**src/rtl/lsu_pkg.sv**
```systemverilog
// Shared encodings and helpers for the byte-serial load/store unit.
package lsu_pkg;

  localparam logic [1:0] SZ_B = 2'b00;
  localparam logic [1:0] SZ_H = 2'b01;
  localparam logic [1:0] SZ_W = 2'b10;
  localparam logic [1:0] SZ_D = 2'b11;

  typedef enum logic [1:0] {
    ST_IDLE = 2'd0,
    ST_XFER = 2'd1,
    ST_DONE = 2'd2
  } state_e;

  function automatic logic [3:0] size_bytes(input logic [1:0] size);
    case (size)
      SZ_B:    return 4'd1;
      SZ_H:    return 4'd2;
      SZ_W:    return 4'd4;
      SZ_D:    return 4'd8;
      default: return 4'd1;
    endcase
  endfunction

  // Only the three low address bits can break natural alignment.
  function automatic logic misaligned(input logic [2:0] addr_lo, input logic [1:0] size);
    case (size)
      SZ_B:    return 1'b0;
      SZ_H:    return addr_lo[0];
      SZ_W:    return |addr_lo[1:0];
      SZ_D:    return |addr_lo;
      default: return 1'b0;
    endcase
  endfunction

endpackage

```
**src/rtl/lsu_extend.sv**
```systemverilog
// Sign/zero extension of an assembled load value to 64 bits.
module lsu_extend
  import lsu_pkg::*;
(
  input  logic [63:0] acc,
  input  logic [1:0]  size,
  input  logic        uns,
  output logic [63:0] ext
);

  // Replicate the top bit of the loaded field unless zero-extending.
  always_comb begin
    ext = acc;
    case (size)
      SZ_B:    ext = {{56{~uns & acc[7]}},  acc[7:0]};
      SZ_H:    ext = {{48{~uns & acc[15]}}, acc[15:0]};
      SZ_W:    ext = {{32{~uns & acc[31]}}, acc[31:0]};
      SZ_D:    ext = acc;
      default: ext = acc;
    endcase
  end

endmodule

```
**src/rtl/lsu_byte_master.sv**
```systemverilog
// Byte-serial big-endian load/store master for a byte-wide data memory.
// Optional misalignment trap enabled by defining LSU_MISALIGN_TRAP_EN.
module lsu_byte_master
  import lsu_pkg::*;
#(
  parameter int ADDR_W = 6
) (
  input  logic              clk,
  input  logic              rst_n,
  input  logic              req_valid,
  output logic              req_ready,
  input  logic              req_store,
  input  logic [1:0]        req_size,
  input  logic              req_unsigned,
  input  logic [ADDR_W-1:0] req_addr,
  input  logic [63:0]       req_wdata,
  output logic              rsp_valid,
  output logic [63:0]       rsp_rdata,
  output logic              rsp_err,
  output logic [ADDR_W-1:0] mem_addr,
  output logic              mem_re,
  output logic              mem_we,
  output logic [7:0]        mem_wdata,
  input  logic [7:0]        mem_rdata
);

  state_e              state_r, state_s;
  logic                store_r, uns_r;
  logic [1:0]          size_r;
  logic [ADDR_W-1:0]   addr_r;
  logic [63:0]         wdata_r;
  logic [2:0]          last_r, k_r, idx_s;
  logic [55:0]         acc_r;
  logic [63:0]         acc_s, ext_s;
  logic                err_s;
  logic                rsp_valid_r, rsp_err_r;
  logic [63:0]         rsp_rdata_r;

`ifdef LSU_MISALIGN_TRAP_EN
  assign err_s = misaligned(req_addr[2:0], req_size);
`else
  assign err_s = 1'b0;
`endif

  assign acc_s     = {acc_r, mem_rdata};
  assign idx_s     = last_r - k_r;
  assign req_ready = (state_r == ST_IDLE);
  assign rsp_valid = rsp_valid_r;
  assign rsp_rdata = rsp_rdata_r;
  assign rsp_err   = rsp_err_r;

  lsu_extend u_extend (
    .acc  (acc_s),
    .size (size_r),
    .uns  (uns_r),
    .ext  (ext_s)
  );

  // State register
  always_ff @(posedge clk or negedge rst_n) begin
    if (!rst_n) begin
      state_r <= ST_IDLE;
    end else begin
      state_r <= state_s;
    end
  end

  // Next-state logic
  always_comb begin
    state_s = state_r;
    case (state_r)
      ST_IDLE: begin
        if (req_valid) begin
          state_s = err_s ? ST_DONE : ST_XFER;
        end else begin
          state_s = ST_IDLE;
        end
      end
      ST_XFER: begin
        if (k_r == last_r) begin
          state_s = ST_DONE;
        end else begin
          state_s = ST_XFER;
        end
      end
      ST_DONE: state_s = ST_IDLE;
      default: state_s = ST_IDLE;
    endcase
  end

  // Request capture, byte counter and load assembly
  always_ff @(posedge clk or negedge rst_n) begin
    if (!rst_n) begin
      store_r <= 1'b0;
      size_r  <= SZ_B;
      uns_r   <= 1'b0;
      addr_r  <= {ADDR_W{1'b0}};
      wdata_r <= 64'd0;
      last_r  <= 3'd0;
      k_r     <= 3'd0;
      acc_r   <= 56'd0;
    end else begin
      case (state_r)
        ST_IDLE: begin
          if (req_valid) begin
            store_r <= req_store;
            size_r  <= req_size;
            uns_r   <= req_unsigned;
            addr_r  <= req_addr;
            wdata_r <= req_wdata;
            last_r  <= 3'(size_bytes(req_size) - 4'd1);
            k_r     <= 3'd0;
            acc_r   <= 56'd0;
          end
        end
        ST_XFER: begin
          k_r <= k_r + 3'd1;
          if (!store_r) begin
            acc_r <= acc_s[55:0];
          end
        end
        default: ;
      endcase
    end
  end

  // Response registers: rdata is loaded on entry to DONE and held afterwards
  always_ff @(posedge clk or negedge rst_n) begin
    if (!rst_n) begin
      rsp_valid_r <= 1'b0;
      rsp_err_r   <= 1'b0;
      rsp_rdata_r <= 64'd0;
    end else begin
      rsp_valid_r <= (state_s == ST_DONE);
      if (state_s == ST_DONE) begin
        rsp_err_r   <= (state_r == ST_IDLE) ? err_s : 1'b0;
        rsp_rdata_r <= (state_r == ST_XFER && !store_r) ? ext_s : 64'd0;
      end else begin
        rsp_err_r <= 1'b0;
      end
    end
  end

  // Memory port decode; byte (n-1-k) of the store data goes out first
  always_comb begin
    mem_addr  = {ADDR_W{1'b0}};
    mem_re    = 1'b0;
    mem_we    = 1'b0;
    mem_wdata = 8'h00;
    if (state_r == ST_XFER) begin
      mem_addr = addr_r + ADDR_W'(k_r);
      mem_re   = ~store_r;
      mem_we   = store_r;
      if (store_r) begin
        mem_wdata = wdata_r[{idx_s, 3'b000} +: 8];
      end else begin
        mem_wdata = 8'h00;
      end
    end else begin
      mem_addr  = {ADDR_W{1'b0}};
      mem_wdata = 8'h00;
    end
  end

endmodule

```
**config.mk**
```make
export PLATFORM = sky130hd
export DESIGN_NAME = lsu_byte_master
export DESIGN_NICKNAME = d
export VERILOG_FILES = /design/src/rtl/lsu_pkg.sv /design/src/rtl/lsu_extend.sv /design/src/rtl/lsu_byte_master.sv
export SDC_FILE = /design/constraint.sdc
export NUM_CORES = 1
export LEC_CHECK = 0
export CAP_MARGIN = 20
export CORE_ASPECT_RATIO = 2
export CORE_MARGIN = 2
export CORE_UTILIZATION = 40
export DETAILED_ROUTE_END_ITERATION = 12
export GPL_TIMING_DRIVEN = 0
export PLACE_DENSITY = 0.61
export SLEW_MARGIN = 5
export SYNTH_ARGS = -nofsm -noshare
export SYNTH_HDL_FRONTEND = slang
export SYNTH_SLANG_ARGS = --single-unit
```
**constraint.sdc**
```tcl
create_clock -name clk -period 3.65 [get_ports clk]
set_input_delay 0.5475 -clock clk [delete_from_list [all_inputs] [get_ports clk]]
set_output_delay 0.5475 -clock clk [all_outputs]
set_load 0.05 [all_outputs]
```
## Yosys cells after proc, flatten, opt, wreduce, memory -nomap -nowiden

Index checks and enable logic that the tools add are counted.

- $add $sub $neg: 4
- Eq/ne operators: 11
- Shifts and indexed selects: 1
- Muxes and demuxes: 18
- Bitwise operators: 5
- Reductions and logical operators: 9

Operator list:

| cell | number |
|---|---|
| $pmux 64 s4 | 1 |
| $mux 56 | 2 |
| $pmux 56 s2 | 1 |
| $mux 64 | 1 |
| $shiftx 64x7->8 | 1 |
| $mux 8 | 2 |
| $pmux 3 s4 | 1 |
| $eq 2x2->1 const B | 5 |
| $mux 3 | 3 |
| $add 6x3->6 | 1 |
| $eq 2x1->1 const B | 3 |
| $logic_not 2->1 | 3 |
| $mux 6 | 1 |
| $pmux 3 s2 | 1 |
| $ne 2x2->1 const B | 2 |
| $pmux 2 s2 | 1 |
| $reduce_and 2->1 | 2 |
| $add 3x1->3 const B | 1 |
| $and 1x1->1 | 3 |
| $eq 3x3->1 | 1 |
| $mux 1 | 3 |
| $reduce_and 3->1 | 1 |
| $sub 3x1->3 const B | 1 |
| $sub 3x3->3 | 1 |
| 5 further kinds | 6 |

- Register bits: 203
- Output and inout bits: 83
- Word-level logic and storage cells: 59

## Depth between registers and ports, before layout

Gate-level depths: netlist (run 1).

- Word-level depth: 5
- Mapped depth: 9
- Mapped depth without buffers: 7

## Hierarchy

A second synthesis (run 1) with hierarchy kept.

- Cells, all modules: 973
- Area, all modules: 9439.1 µm²

By module, submodules not included:

| module | times used | cells an instance | area each (µm²) | sequential area each (µm²) |
|---|---|---|---|---|
| lsu_byte_master | 1 | 821 | 8575.7 | 5079.9 |
| lsu_extend | 1 | 152 | 863.3 | 0.0 |

## Worst setup path before layout (run 1)

No wires, ideal clock.

- Kind: register to output
- Start point: register last_r[0]
- End point: output mem_wdata[5]
- Arrival time: 2.440 ns
- Required time: 3.102 ns
- Setup slack: 0.662 ns
- Cell stages (with the launch flop): 10
- Path through: dfrtp_1 inv_1 ha_1 inv_1 fa_1 clkbuf_1 buf_2 mux4_2 mux2i_1 nor2_1

- Cells in the longest elaborated chain, start to end: 4

Ends and longest elaborated chain:

| element | line | source |
|---|---|---|
| start, declared | lsu_byte_master.sv:32 | `logic [2:0] last_r, k_r, idx_s;` |
| start signal, assigned | lsu_byte_master.sv:111 | `last_r <= 3'(size_bytes(req_size) - 4'd1);` |
| $sub 3x3->3 | lsu_byte_master.sv:46 | `assign idx_s = last_r - k_r;` |
| $shiftx 64x7->8 | lsu_byte_master.sv:155 | `mem_wdata = wdata_r[{idx_s, 3'b000} +: 8];` |
| $mux 8 | lsu_byte_master.sv:154 | `if (store_r) begin` |
| $mux 8 | lsu_byte_master.sv:150 | `if (state_r == ST_XFER) begin` |
| end, declared | lsu_byte_master.sv:23 | `output logic [7:0] mem_wdata,` |

Every way passes these cells.

## Worst setup path in the final report (run 1)

- Start point: register k_r[0]
- End point: output mem_wdata[1]

- Cells in the longest elaborated chain, start to end: 4

Ends and longest elaborated chain:

| element | line | source |
|---|---|---|
| start, declared | lsu_byte_master.sv:32 |  |
| start signal, assigned | lsu_byte_master.sv:117 | `k_r <= k_r + 3'd1;` |
| $sub 3x3->3 | lsu_byte_master.sv:46 |  |
| $shiftx 64x7->8 | lsu_byte_master.sv:155 |  |
| $mux 8 | lsu_byte_master.sv:154 |  |
| $mux 8 | lsu_byte_master.sv:150 |  |

Every way passes these cells.

==> results by stage, run 1 <==
Placement:
- The count of port buffers added during placement is 166.
- Summed over all nets, the half-perimeter wirelength after detailed placement is 18.8 mm.
- Routability-driven placement finished with a final weighted congestion of 0.804.
- Including well taps, the total number of placed cells is 1207.

Route:
- After detailed routing, the number of vias per cell comes to 5.22.
- Summing over every cut layer, the via total after detailed routing is 6449.
- In this run, the number of DRC markers left after iteration 0 of detailed routing was 255.
- The first-pass detailed-route iteration total is 4.
- For this run, design rule violations remaining after detail routing come to 0.
- The wire length per cell is 20.2 um.
- The routed design has 25.0 mm of wire.
- Once detail routing completed, the nets flagged for antenna violations numbered 0.

Logic synthesis:
- For this run, the number of Yosys warnings is 0.
- Counting flops and latches in the post-synthesis netlist gives 203.
- The sequential element share of the synthesized area is 0.580.
- The average instance area after synthesis is 11.4 um^2.
- The cell area that synthesis handed to floorplanning was 0.00876 mm^2.
- The number of distinct standard cells referenced by the synthesized netlist is 41.
- The cell count after synthesis is 767.
- The net count of the mapped netlist is 860.

Floorplanning:
- The die is 109 um wide.
- The total number of placement rows is 76.
- In this run the count of I/O pins placed on the die edge is 168.
- The die footprint is 0.0232 mm^2.
- The total area inside the core boundary comes to 0.0215 mm^2.
- The initial core utilization is 0.408.
- The die boundary height is 213 um.

Timing:
- The post-route clock period utilization is 0.966.
- The final period demand of the worst path is 3.52 ns.
- Setup repair after global routing left no endpoint under its margin.
- The final-report setup violation count is 0.
- For this run, the top clock speed supported by timing is 284 MHz.
- The max-slew violation count is 0.
- The transition time at the pin with the least slew margin is 0.856 ns.
- For the final routed database, the setup TNS stands at 0 ns.
- Measured against its own limit, the worst slew margin works out to 0.429.
- The total count of hold-check failures in the final report was 0.
- Clock skew on the completed layout was measured at 0.0116 ns.

Setup path:
- STA classifies the critical path endpoint as an output pin.
- The critical path required time is 3.10 ns.
- The launch instance of the worst register-to-register path is k_r[0]$_DFFE_PN0P_.
- In this run the worst setup path begins at k_r[0]$_DFFE_PN0P_.
- In this run the worst path has a maximum fanout of 10.
- The data arrival time of the critical path is 2.98 ns.
- STA classifies the critical path startpoint as a flop.
- The category of the critical setup timing path is reg -> out.

CTS:
- The buffer depth of the longest clock path is 3.
- CTS saw 203 sinks.
- The buffer count from post-CTS setup fixing is 0.
- After clock tree synthesis, the clock-pin slew on the worst setup and hold paths is 0.06 ns.
- Clock tree synthesis selected as its root buffer the cell clkbuf_16.
- The CTS tree is done.
- The insertion delay of the later-clocked pin in the worst-skew pair is 0.49 ns.
- The CTS H-tree depth is 1.
- In this run, CTS created clock tree buffers numbering 19.

Final layout:
- The number of antenna repair diodes is 0.
- In the final layout, the share of cells above drive strength 1 is 0.117.
- The net count of the finished layout is 1047.
- The final-layout fill cell count is 2014.
- Leaving out filler cells and counting taps, the final layout contains 1235.
- The area added between synthesis and finish is 29.9%.

Global routing:
- The number of antenna violations at the first check in global routing came to 0.
- The largest net degree at the start of global routing is 115.
- Global routing finished with a remaining overflow of 0.
- The global-route wire length before repair is 39.2 mm.
- The total routing usage reported by global routing is 0.226.
- The via count of the first global-routing pass came to 6924.

Power:
- The analysis attributes to cell leakage a power of 5.27 nW.
- VDD sags by at most 0.681 mV.
- The total power divided by cell area is 1060 mW/mm^2.

Run:
- The tool flagged a number of max-cap violations equal to 0.

Run status:
- The flow ran to the end, and the final reports show no timing, DRC or antenna violations.

Hold path:
- The type of the tightest min-delay check is in -> async.
[path summary, 6_finish.rpt]
| kind | endpoint | cells after the start | slack, ns |
|---|---|---|---|
| hold reg to reg | wdata_r[57]$_DFFE_PN0P_ | 2 | 0.47 |
| setup reg to reg | rsp_rdata[10]$_DFFE_PN0N_ | 8 | 1.67 |
| hold / removal | rsp_rdata[54]$_DFFE_PN0N_ | 1 | 0.17 |
| setup / recovery | mem_wdata[1] | 8 | 0.13 |
| max in group asynchronous | rsp_rdata[33]$_DFFE_PN0N_ | 2 | 2.52 |
| min in group clk | wdata_r[57]$_DFFE_PN0P_ | 2 | 0.47 |
[metal layers]
layer	GRT usage	routed length [um]	up-vias
li1	-	-	3038
met1	0.234	8560	3192
met2	0.443	14500	172
met3	0.0250	810	47
met4	0.0955	1080	0
met5	0	0	-
[critical path: stages (launching register included)]
cell and delay [ns]:
dfrtp_1 0.43, ha_1 0.17, inv_1 0.05, fa_2 0.68, buf_6 0.21, mux4_2 0.30, mux2i_1 0.14, nor2_1 0.07
dlygate4sd2_1 0.43
[cell usage after synthesis (all sizes together)]
| library cell | number | area (um^2) |
|---|---|---|
| nor2 | 25 | 109 |
| a32o | 8 | 80.1 |
| a21oi | 4 | 23.8 |
| nand3 | 3 | 27.5 |
| nand4 | 1 | 21.3 |
| fa | 2 | 40.0 |
| mux2i | 8 | 80.1 |
| and2 | 4 | 25.0 |
| a211o | 1 | 8.76 |
| nor2b | 18 | 113 |
| o2bb2ai | 56 | 541 |
| nand2 | 233 | 877 |
| a21o | 1 | 7.51 |
| xnor2 | 3 | 45.1 |
| nand2b | 4 | 25.0 |
| a22o | 56 | 490 |
| dfrtp | 203 | 5080 |
| xor2 | 3 | 33.8 |
| nand3b | 1 | 7.51 |
| inv | 7 | 26.3 |
| buf | 44 | 303 |
| clkbuf | 19 | 71.3 |
| conb | 1 | 3.75 |
| o31ai | 1 | 7.51 |
| o21ai | 6 | 30.0 |
| or3 | 1 | 6.26 |
| ha | 6 | 75.1 |
| mux4 | 16 | 360 |
| a211oi | 32 | 240 |
[timing repair]
action	CTS	global route
hold buffers	0	0
endpoints found under the setup margin	8	6
gates resized for setup	22	3
[cell families after synthesis]
group / synth area share
DFF: 0.580
buffers and inverters: 0.0457
xor gates and xnor gates: 0.00900
adders and majority gates: 0.0131
muxes: 0.0503
AOI/OAI and AO/OA: 0.163
and+or+nand+nor: 0.138
other: 0.000428
[layout by cell type, fill, tap and decap left out, types with 12 or more instances in the layout]
cell type        Yosys  final
buf_4               12     12
clkdlybuf4s50_1      0    157
mux4_2              16     16
nor2b_1             18     18
a22o_1              56     56
nand2_1            232    232
dfrtp_1            203    203
clkbuf_16            0     19
clkbuf_1            19     19
buf_2               23     22
o2bb2ai_1           48     48
nor2_1              23     23
a211oi_1            32     32
[flip-flops by register name, summed over array words and instances (netlist names)]
register / flops
rsp_rdata: 64
wdata_r: 64
acc_r: 56
addr_r: 6
k_r: 3
last_r: 3
size_r: 2
state_r: 2
rsp_valid: 1
store_r: 1
uns_r: 1
[stage by stage]
stage	power, mW	instance area (um^2)	utilization	worst slack, ns	hold WS, ns
floorplan	8.11	8760	-	0.662	0.252
global placement	10.2	10800	0.501	-6.63	0.453
detailed placement	10.3	10800	0.502	-0.138	0.458
CTS	12.3	11400	0.530	0.00437	0.187
global route	12.9	11400	0.530	0.00852	0.211
finish	12.1	11400	0.530	0.126	0.166
[power breakdown]
part / switching, mW / leakage, nW / internal, mW
Clock: 0.843 / 0.291 / 1.08
Combinational: 3.88 / 2.34 / 2.51
Sequential: 0.663 / 2.63 / 3.14
Total: 5.39 / 5.27 / 6.72
[cell type report]
| cell class | count | area [um^2] | area share |
|---|---|---|---|
| Tap cell | 273 | 342 | 0.0300 |
| Inverter | 7 | 26.3 | 0.00231 |
| Clock inverter | 6 | 58.8 | 0.00517 |
| Timing Repair Buffer | 167 | 1700 | 0.149 |
| Sequential cell | 203 | 5080 | 0.446 |
| Clock buffer | 23 | 520 | 0.0457 |
| Buffer | 62 | 377 | 0.0331 |
| Multi-Input combinational cell | 494 | 3280 | 0.288 |
(Power assumes the default switching activity.)
==> inputs of run 2 (changes only) <==
- TNS_END_PERCENT: not set -> 20
==> run 2 against run 1 <==
Utilization down 0.058 points; clock power barely moved; total power fell by 0.17%; setup slack lost 0.070 ns; global-route usage is essentially flat; clock skew fell by 0.0011 ns; die area unchanged; register-to-register slack about the same; cell area down 0.11%; highest routed layer unchanged.
==> results by stage, run 2 (same netlist as run 1, synthesis figures left out) <==
Run status:
- Run status: finished, final reports clean (unchanged).

Floorplanning:
- The initial core utilization was 0.408 (unchanged).
- The total number of placement rows came to 76 (unchanged).
- The die boundary height was 213 um (unchanged).
- The die outline width is 109 um (unchanged).
- The area inside the core boundary was 0.0215 mm^2 (unchanged).
- The die footprint is 0.0232 mm^2 (unchanged).
- The number of I/O pins was 168 (unchanged).

Setup path:
- The data arrival time of the critical path is 3.05 ns (was 2.98 ns).
- The endpoint type of the worst setup path is an output pin (unchanged).
- The critical path required time is 3.10 ns (about the same).
- The internal reg-to-reg setup slack is 1.67 ns (about the same).
- The maximum fanout count along the critical path is 10 (unchanged).
- The sort of element at the start of the critical path was a flop (unchanged).
- The category of the critical setup timing path is reg -> out (unchanged).

Final layout:
- The number of antenna repair diodes is 0 (unchanged).
- The core utilization of the finished layout was 0.529 (was 0.530).
- Commonest cells after routing, fill and taps aside: nand2_1 (232), dfrtp_1 (203), clkdlybuf4s50_1 (157) (unchanged).
- The area added between synthesis and finish is 29.8% (was 29.9%).
- The final-layout fill cell count is 2016 (was 2014).
- The most common cell after layout, fill and taps aside was nand2_1 (unchanged).
- The flip-flop and latch area came to 0.00508 mm^2 (unchanged).
- The multi-input gate area in the final layout is 0.00328 mm^2 (unchanged).
- The total number of nets in the final design is 1047 (unchanged).
- The fraction of final layout cells sized beyond drive strength 1 was 0.112 (was 0.117).
- The count of non-filler cells in the finished layout is 1235 (unchanged).

Timing:
- The achievable frequency is 278 MHz (was 284 MHz).
- The final worst clock skew is 0.0106 ns (was 0.0116 ns).
- The final period demand of the worst path came to 3.59 ns (was 3.52 ns).
- The post-layout worst setup margin is 0.0557 ns (was 0.126 ns).
- The transition time at the pin with the least slew margin was 0.855 ns (was 0.856 ns).
- The final-report setup violation count is 0 (unchanged).
- The total count of hold-check failures in the final report came to 0 (unchanged).
- The worst slew margin relative to its limit is 0.430 (was 0.429).
- The max-slew violation count is 0 (unchanged).
- RSZ-0062 raised after global routing: yes (was no).
- The sum of negative setup slack is 0 ns (unchanged).
- The post-route clock period utilization was 0.985 (was 0.966).

CTS:
- The number of buffers inserted during clock tree synthesis is 19 (unchanged).
- The clock transition at the registers of the reported paths was 0.06 ns (about the same).
- The insertion delay of the later-clocked pin in the worst-skew pair was 0.49 ns (about the same).
- The CTS H-tree depth is 1 (unchanged).
- The master cell of the clock root buffer is clkbuf_16 (unchanged).
- The hold buffer count at cts is 0 (unchanged).
- The number of sinks on the clock net was 203 (unchanged).
- The buffer depth of the longest clock path is 3 (unchanged).
- The CTS tree is done (unchanged).

Route:
- The detailed router's first-iteration violation count was 263 (was 255).
- The number of vias in the routed layout is 6422 (was 6449).
- The wire length reported by the detailed router is 25.0 mm (about the same).
- The wire length per cell is 20.2 um (about the same).
- The final routed DRC violation total is 0 (unchanged).
- The first-pass detailed-route iteration total is 4 (unchanged).
- The average via count per standard cell is 5.20 (was 5.22).
- The count of nets left with antenna violations after detail routing was 0 (unchanged).

Power:
- The post-layout total power came to 12.1 mW (about the same).
- The leakage power was 5.29 nW (was 5.27 nW).
- The total power divided by cell area is 1060 mW/mm^2 (about the same).
- The peak ir drop on the vdd network was 0.628 mV (was 0.681 mV).

Placement:
- The detailed placer's ending HPWL was 18.8 mm (unchanged).
- The final weighted congestion in routability-driven placement is 0.804 (unchanged).
- The count of port buffers added during placement is 166 (unchanged).
- The placed instance count is 1207 (unchanged).
- The worst slack at placement came to -0.138 ns (unchanged).

Global routing:
- The largest net degree at the start of global routing is 115 (unchanged).
- The global-route wire length before repair is 39.2 mm (about the same).
- The remaining global-route overflow was 0 (unchanged).
- The number of antenna violations at the first check in global routing is 0 (unchanged).
- The via count of the first global-routing pass is 6924 (unchanged).
- The total routing usage reported by global routing is 0.226 (about the same).

Hold path:
- The type of the tightest min-delay check is in -> async (unchanged).

Run:
- The count of maximum capacitance violations is 0 (unchanged).
[run 2: changes by cell type in the layout (fill, tap and decap cells not counted), sizes merged]
cell	delta
dlygate4sd2	+5
clkdlybuf4s15	-5
[run 2: critical path, cell delays in order (launching register included)]
cell and delay, ns:
dfrtp_1 0.43, ha_1 0.17, inv_1 0.05, fa_2 0.68
buf_6 0.21, mux4_2 0.36, mux2i_1 0.15, nor2_1 0.06
dlygate4sd2_1 0.43
[run 2: per-stage QoR]
| stage | instance area [um^2] | hold WS (ns) |
|---|---|---|
| after floorplan | 8760 | 0.252 |
| after global placement | 10800 | 0.453 |
| after detailed placement | 10800 | 0.458 |
| after CTS | 11400 | 0.187 |
| after global routing | 11400 | 0.211 |
| final | 11400 | 0.166 |
[run 2: timing repair]
item                                    CTS  global route
gates resized for setup                  12             3
endpoints found under the setup margin    8             8
setup buffers                             0             0
[run 2: final timing paths]
check,cells past startpoint,end,from
min in group clk,2,wdata_r[57]$_DFFE_PN0P_,wdata_r[57]$_DFFE_PN0P_
max,8,mem_wdata[0],k_r[0]$_DFFE_PN0P_
min,1,rsp_rdata[54]$_DFFE_PN0N_,rst_n
min reg2reg,2,wdata_r[57]$_DFFE_PN0P_,wdata_r[57]$_DFFE_PN0P_
max reg2reg,8,rsp_rdata[10]$_DFFE_PN0N_,k_r[0]$_DFFE_PN0P_
max in group asynchronous,2,wdata_r[32]$_DFFE_PN0P_,rst_n
[run 2: report_power, final]
group / internal, mW / switching, mW / total [mW]
Combinational: 2.50 / 3.88 / 6.37
Sequential: 3.14 / 0.664 / 3.80
Clock: 1.08 / 0.840 / 1.92
Total: 6.71 / 5.38 / 12.1
[run 2: area by class of cell]
| class | instances | area share |
|---|---|---|
| Buffer | 62 | 0.0331 |
| Clock inverter | 6 | 0.00517 |
| Sequential cell | 203 | 0.447 |
| Inverter | 7 | 0.00231 |
| Multi-Input combinational cell | 494 | 0.289 |
| Timing Repair Buffer | 167 | 0.148 |
| Clock buffer | 23 | 0.0458 |
| Tap cell | 273 | 0.0300 |
[run 2: layer usage]
layer,vias to the layer above,wire [um],global-route usage
met1,3172,8500,0.234
met3,44,862,0.0250
met5,-,0,0
li1,3037,-,-
met4,0,1040,0.0955
met2,169,14600,0.443
==> inputs of run 3 (changes only) <==
--- a/config.mk
+++ b/config.mk
@@ -7,3 +7,2 @@
 export LEC_CHECK = 0
-export CAP_MARGIN = 20
 export CORE_ASPECT_RATIO = 2
@@ -18,2 +17,2 @@
 export SYNTH_SLANG_ARGS = --single-unit
-export TNS_END_PERCENT = 20
+export TNS_END_PERCENT = 50
--- a/constraint.sdc
+++ b/constraint.sdc
@@ -3,2 +3,2 @@
 set_output_delay 0.5475 -clock clk [all_outputs]
-set_load 0.05 [all_outputs]
+set_load 0.02 [all_outputs]
==> run 3 against run 2 <==
Via count is 0.36% lower; critical path type unchanged; cell area is 0.24% higher; count of clock-buffer cells in the layout stayed put; routed wire length is 0.19% lower; worst hold slack worse by 0.0013 ns; setup slack better by 0.17 ns; total power is 6.8% lower; fmax is 5.1% higher; critical path depth stayed put; cell count hardly changed; sequential share of layout area is 0.11 points lower.
==> results by stage, run 3 (same netlist as run 1, synthesis figures left out) <==
Route:
- The number of vias in the routed layout was 6399 (was 6422).
- The detailed router's first-iteration violation count is 242 (was 263).
- The wire length per cell is 20.2 um (about the same).
- The average via count per standard cell is 5.18 (was 5.20).
- The wire length reported by the detailed router was 24.9 mm (was 25.0 mm).
- The first-pass detailed-route iteration total came to 4 (unchanged).
- The final routed DRC violation total came to 0 (unchanged).
- The count of nets left with antenna violations after detail routing is 0 (unchanged).

CTS:
- The insertion delay of the later-clocked pin in the worst-skew pair is 0.49 ns (about the same).
- The hold buffer count at cts is 0 (unchanged).
- The number of sinks on the clock net was 203 (unchanged).
- The clock transition at the registers of the reported paths is 0.06 ns (about the same).
- The CTS tree is done (unchanged).
- The master cell of the clock root buffer is clkbuf_16 (unchanged).
- The CTS H-tree depth was 1 (unchanged).
- The buffer depth of the longest clock path was 3 (unchanged).
- The number of buffers inserted during clock tree synthesis was 19 (unchanged).

Timing:
- The achievable frequency is 292 MHz (was 278 MHz).
- The final-report setup violation count came to 0 (unchanged).
- The final period demand of the worst path is 3.42 ns (was 3.59 ns).
- The total count of hold-check failures in the final report is 0 (unchanged).
- The max-slew violation count is 0 (unchanged).
- RSZ-0062 raised after global routing: no (was yes).
- The transition time at the pin with the least slew margin is 0.865 ns (was 0.855 ns).
- The post-route clock period utilization is 0.937 (was 0.985).
- The final worst clock skew was 0.0111 ns (was 0.0106 ns).
- The worst slew margin relative to its limit is 0.424 (was 0.430).

Power:
- The peak ir drop on the vdd network is 0.505 mV (was 0.628 mV).
- The internal power contribution is 6.73 mW (was 6.71 mW).
- The combinational cell fraction of total power is 0.492 (was 0.527).
- The proportion of total power due to net switching came to 0.402 (was 0.445).
- The total net switching power is 4.53 mW (was 5.38 mW).
- The share of total power in sequential cells is 0.337 (was 0.314).
- The total power divided by cell area was 989 mW/mm^2 (was 1060 mW/mm^2).
- The share of power burned in the clock network was 0.170 (was 0.159).
- The leakage power is 5.38 nW (was 5.29 nW).

Setup path:
- The maximum fanout count along the critical path was 10 (unchanged).
- The endpoint type of the worst setup path is an output pin (unchanged).
- The delay of the slowest cell on the worst path is 0.57 ns (was 0.68 ns).
- The worst flop-to-flop path endpoint is rsp_rdata[10]$_DFFE_PN0N_ (unchanged).
- The category of the critical setup timing path is reg -> out (unchanged).
- The critical path buffer and inverter count is 3 (unchanged).
- The internal reg-to-reg setup slack is 1.66 ns (was 1.67 ns).
- The launch instance of the worst register-to-register path is k_r[0]$_DFFE_PN0P_ (unchanged).
- The data arrival time of the critical path is 2.87 ns (was 3.05 ns).
- The critical-path cell with the highest stage delay is fa_2 (unchanged).
- Critical path, cell by cell: ha_1 > inv_1 > fa_2 > buf_4 > mux4_2 > mux2i_1 > nor2_1 > dlygate4sd2_1 (was ha_1 > inv_1 > fa_2 > buf_6 > mux4_2 > mux2i_1 > nor2_1 > dlygate4sd2_1).
- The instance count on the critical path is 8 (unchanged).
- The critical path required time was 3.10 ns (about the same).
- The sort of element at the start of the critical path is a flop (unchanged).
- The cell family with the largest share of critical-path delay is adder cells (unchanged).
- The count of cells along the worst register-to-register path is 8 (unchanged).

Floorplanning:
- The total number of placement rows is 76 (unchanged).
- The area inside the core boundary was 0.0215 mm^2 (unchanged).
- The initial core utilization is 0.408 (unchanged).
- The number of I/O pins is 168 (unchanged).
- The die footprint was 0.0232 mm^2 (unchanged).
- The die outline width came to 109 um (unchanged).
- The die boundary height is 213 um (unchanged).

Global routing:
- The remaining global-route overflow is 0 (unchanged).
- The largest net degree at the start of global routing was 115 (unchanged).
- The global-route wire length before repair was 39.3 mm (was 39.2 mm).
- The via count of the first global-routing pass is 6957 (was 6924).
- The total routing usage reported by global routing was 0.226 (about the same).
- The number of antenna violations at the first check in global routing is 0 (unchanged).

Final layout:
- The final instance area is 0.0114 mm^2 (about the same).
- The most common cell after layout, fill and taps aside is nand2_1 (unchanged).
- The number of antenna repair diodes is 0 (unchanged).
- Commonest cells after routing, fill and taps aside: nand2_1 (232), dfrtp_1 (203), clkdlybuf4s50_1 (157) (unchanged).
- The total number of nets in the final design was 1048 (was 1047).
- The core utilization of the finished layout was 0.530 (was 0.529).
- The fraction of final layout cells sized beyond drive strength 1 is 0.111 (was 0.112).
- The area added between synthesis and finish came to 30.1% (was 29.8%).

Placement:
- The count of port buffers added during placement is 166 (unchanged).
- The detailed placer's ending HPWL is 18.8 mm (unchanged).
- The post-place instance area is 0.0108 mm^2 (unchanged).
- The final weighted congestion in routability-driven placement came to 0.804 (unchanged).

Run status:
- Run status: finished, final reports clean (unchanged).

Run:
- The count of maximum capacitance violations was 0 (unchanged).

Hold path:
- The type of the tightest min-delay check is in -> async (unchanged).
run 3: cell count changes in the layout (fill, tap and decap cells not counted):
cell | previous run | this run
buf_6 | 8 | 7
clkdlybuf4s15_2 | 1 | 0
dlymetal6s2s_1 | 0 | 6
dlygate4sd2_1 | 6 | 2
buf_4 | 12 | 14
clkbuf_2 | 1 | 0
run 3: cell type report:
class | instances | area, um^2
inverter | 7 | 26.3
clock buffer | 23 | 520
multi-input combinational | 494 | 3280
fill | 2010 | 10100
buffer | 62 | 373
clock inverter | 6 | 58.8
timing repair buffer | 168 | 1710
sequential | 203 | 5080
tap | 273 | 342
run 3: metal layers:
layer / up-vias / share of wire / global-route usage
met5: - / 0 / 0
met1: 3144 / 0.34 / 0.235
met2: 165 / 0.58 / 0.442
li1: 3039 / - / -
met4: 0 / 0.046 / 0.0986
met3: 51 / 0.032 / 0.0250
run 3: per-stage QoR:
step / hold WS [ns] / cells / power (mW) / worst slack [ns] / TNS [ns]
2_1_floorplan: 0.252 / 767 / 7.28 / 1.03 / 0
3_3_place_gp: 0.453 / 1206 / 9.38 / -6.63 / -1338.51
3_5_place_dp: 0.458 / 1207 / 9.47 / 0.0244 / 0
4_1_cts: 0.187 / 1236 / 11.5 / 0.00419 / 0
5_1_grt: 0.211 / 1236 / 12.0 / 0.129 / 0
6_report: 0.165 / 1236 / 11.3 / 0.230 / 0
run 3: worst reg2reg max path, cell delays in order, from the launching register on:
cell	delay (ns)
dfrtp_1	0.45
ha_1	0.30
buf_4	0.20
nand2_1	0.12
nor2_4	0.17
buf_6	0.19
nand3_4	0.11
buf_4	0.21
o2bb2ai_1	0.16
run 3: worst max-delay path by stage:
stage                     startpoint                 endpoint  slack, ns
3_3_place_gp                   rst_n  wdata_r[57]$_DFFE_PN0P_      -6.63
2_1_floorplan  last_r[0]$_DFFE_PN0P_             mem_wdata[5]       1.03
5_1_grt           k_r[0]$_DFFE_PN0P_             mem_wdata[2]       0.13
3_5_place_dp      k_r[0]$_DFFE_PN0P_             mem_wdata[4]       0.02
4_1_cts           k_r[0]$_DFFE_PN0P_             mem_wdata[0]      0.004
6_report          k_r[0]$_DFFE_PN0P_             mem_wdata[2]       0.23
run 3: repair_timing:
action                                 CTS  global route
endpoints found under the hold margin    0             0
buffers inserted                         1             0
setup endpoints to repair                8             6
gates resized for setup                  4             6
pin swaps                                1             0
run 3: power by group through the flow:
stage / Sequential [mW] / Combinational, mW / Clock [mW]
after floorplan: 3.91 / 3.37 / 0
after global placement: 3.82 / 5.56 / 0
after detailed placement: 3.84 / 5.63 / 0
final: 3.80 / 5.55 / 1.92
after CTS: 3.81 / 5.68 / 1.96
after global routing: 3.91 / 6.06 / 2.07
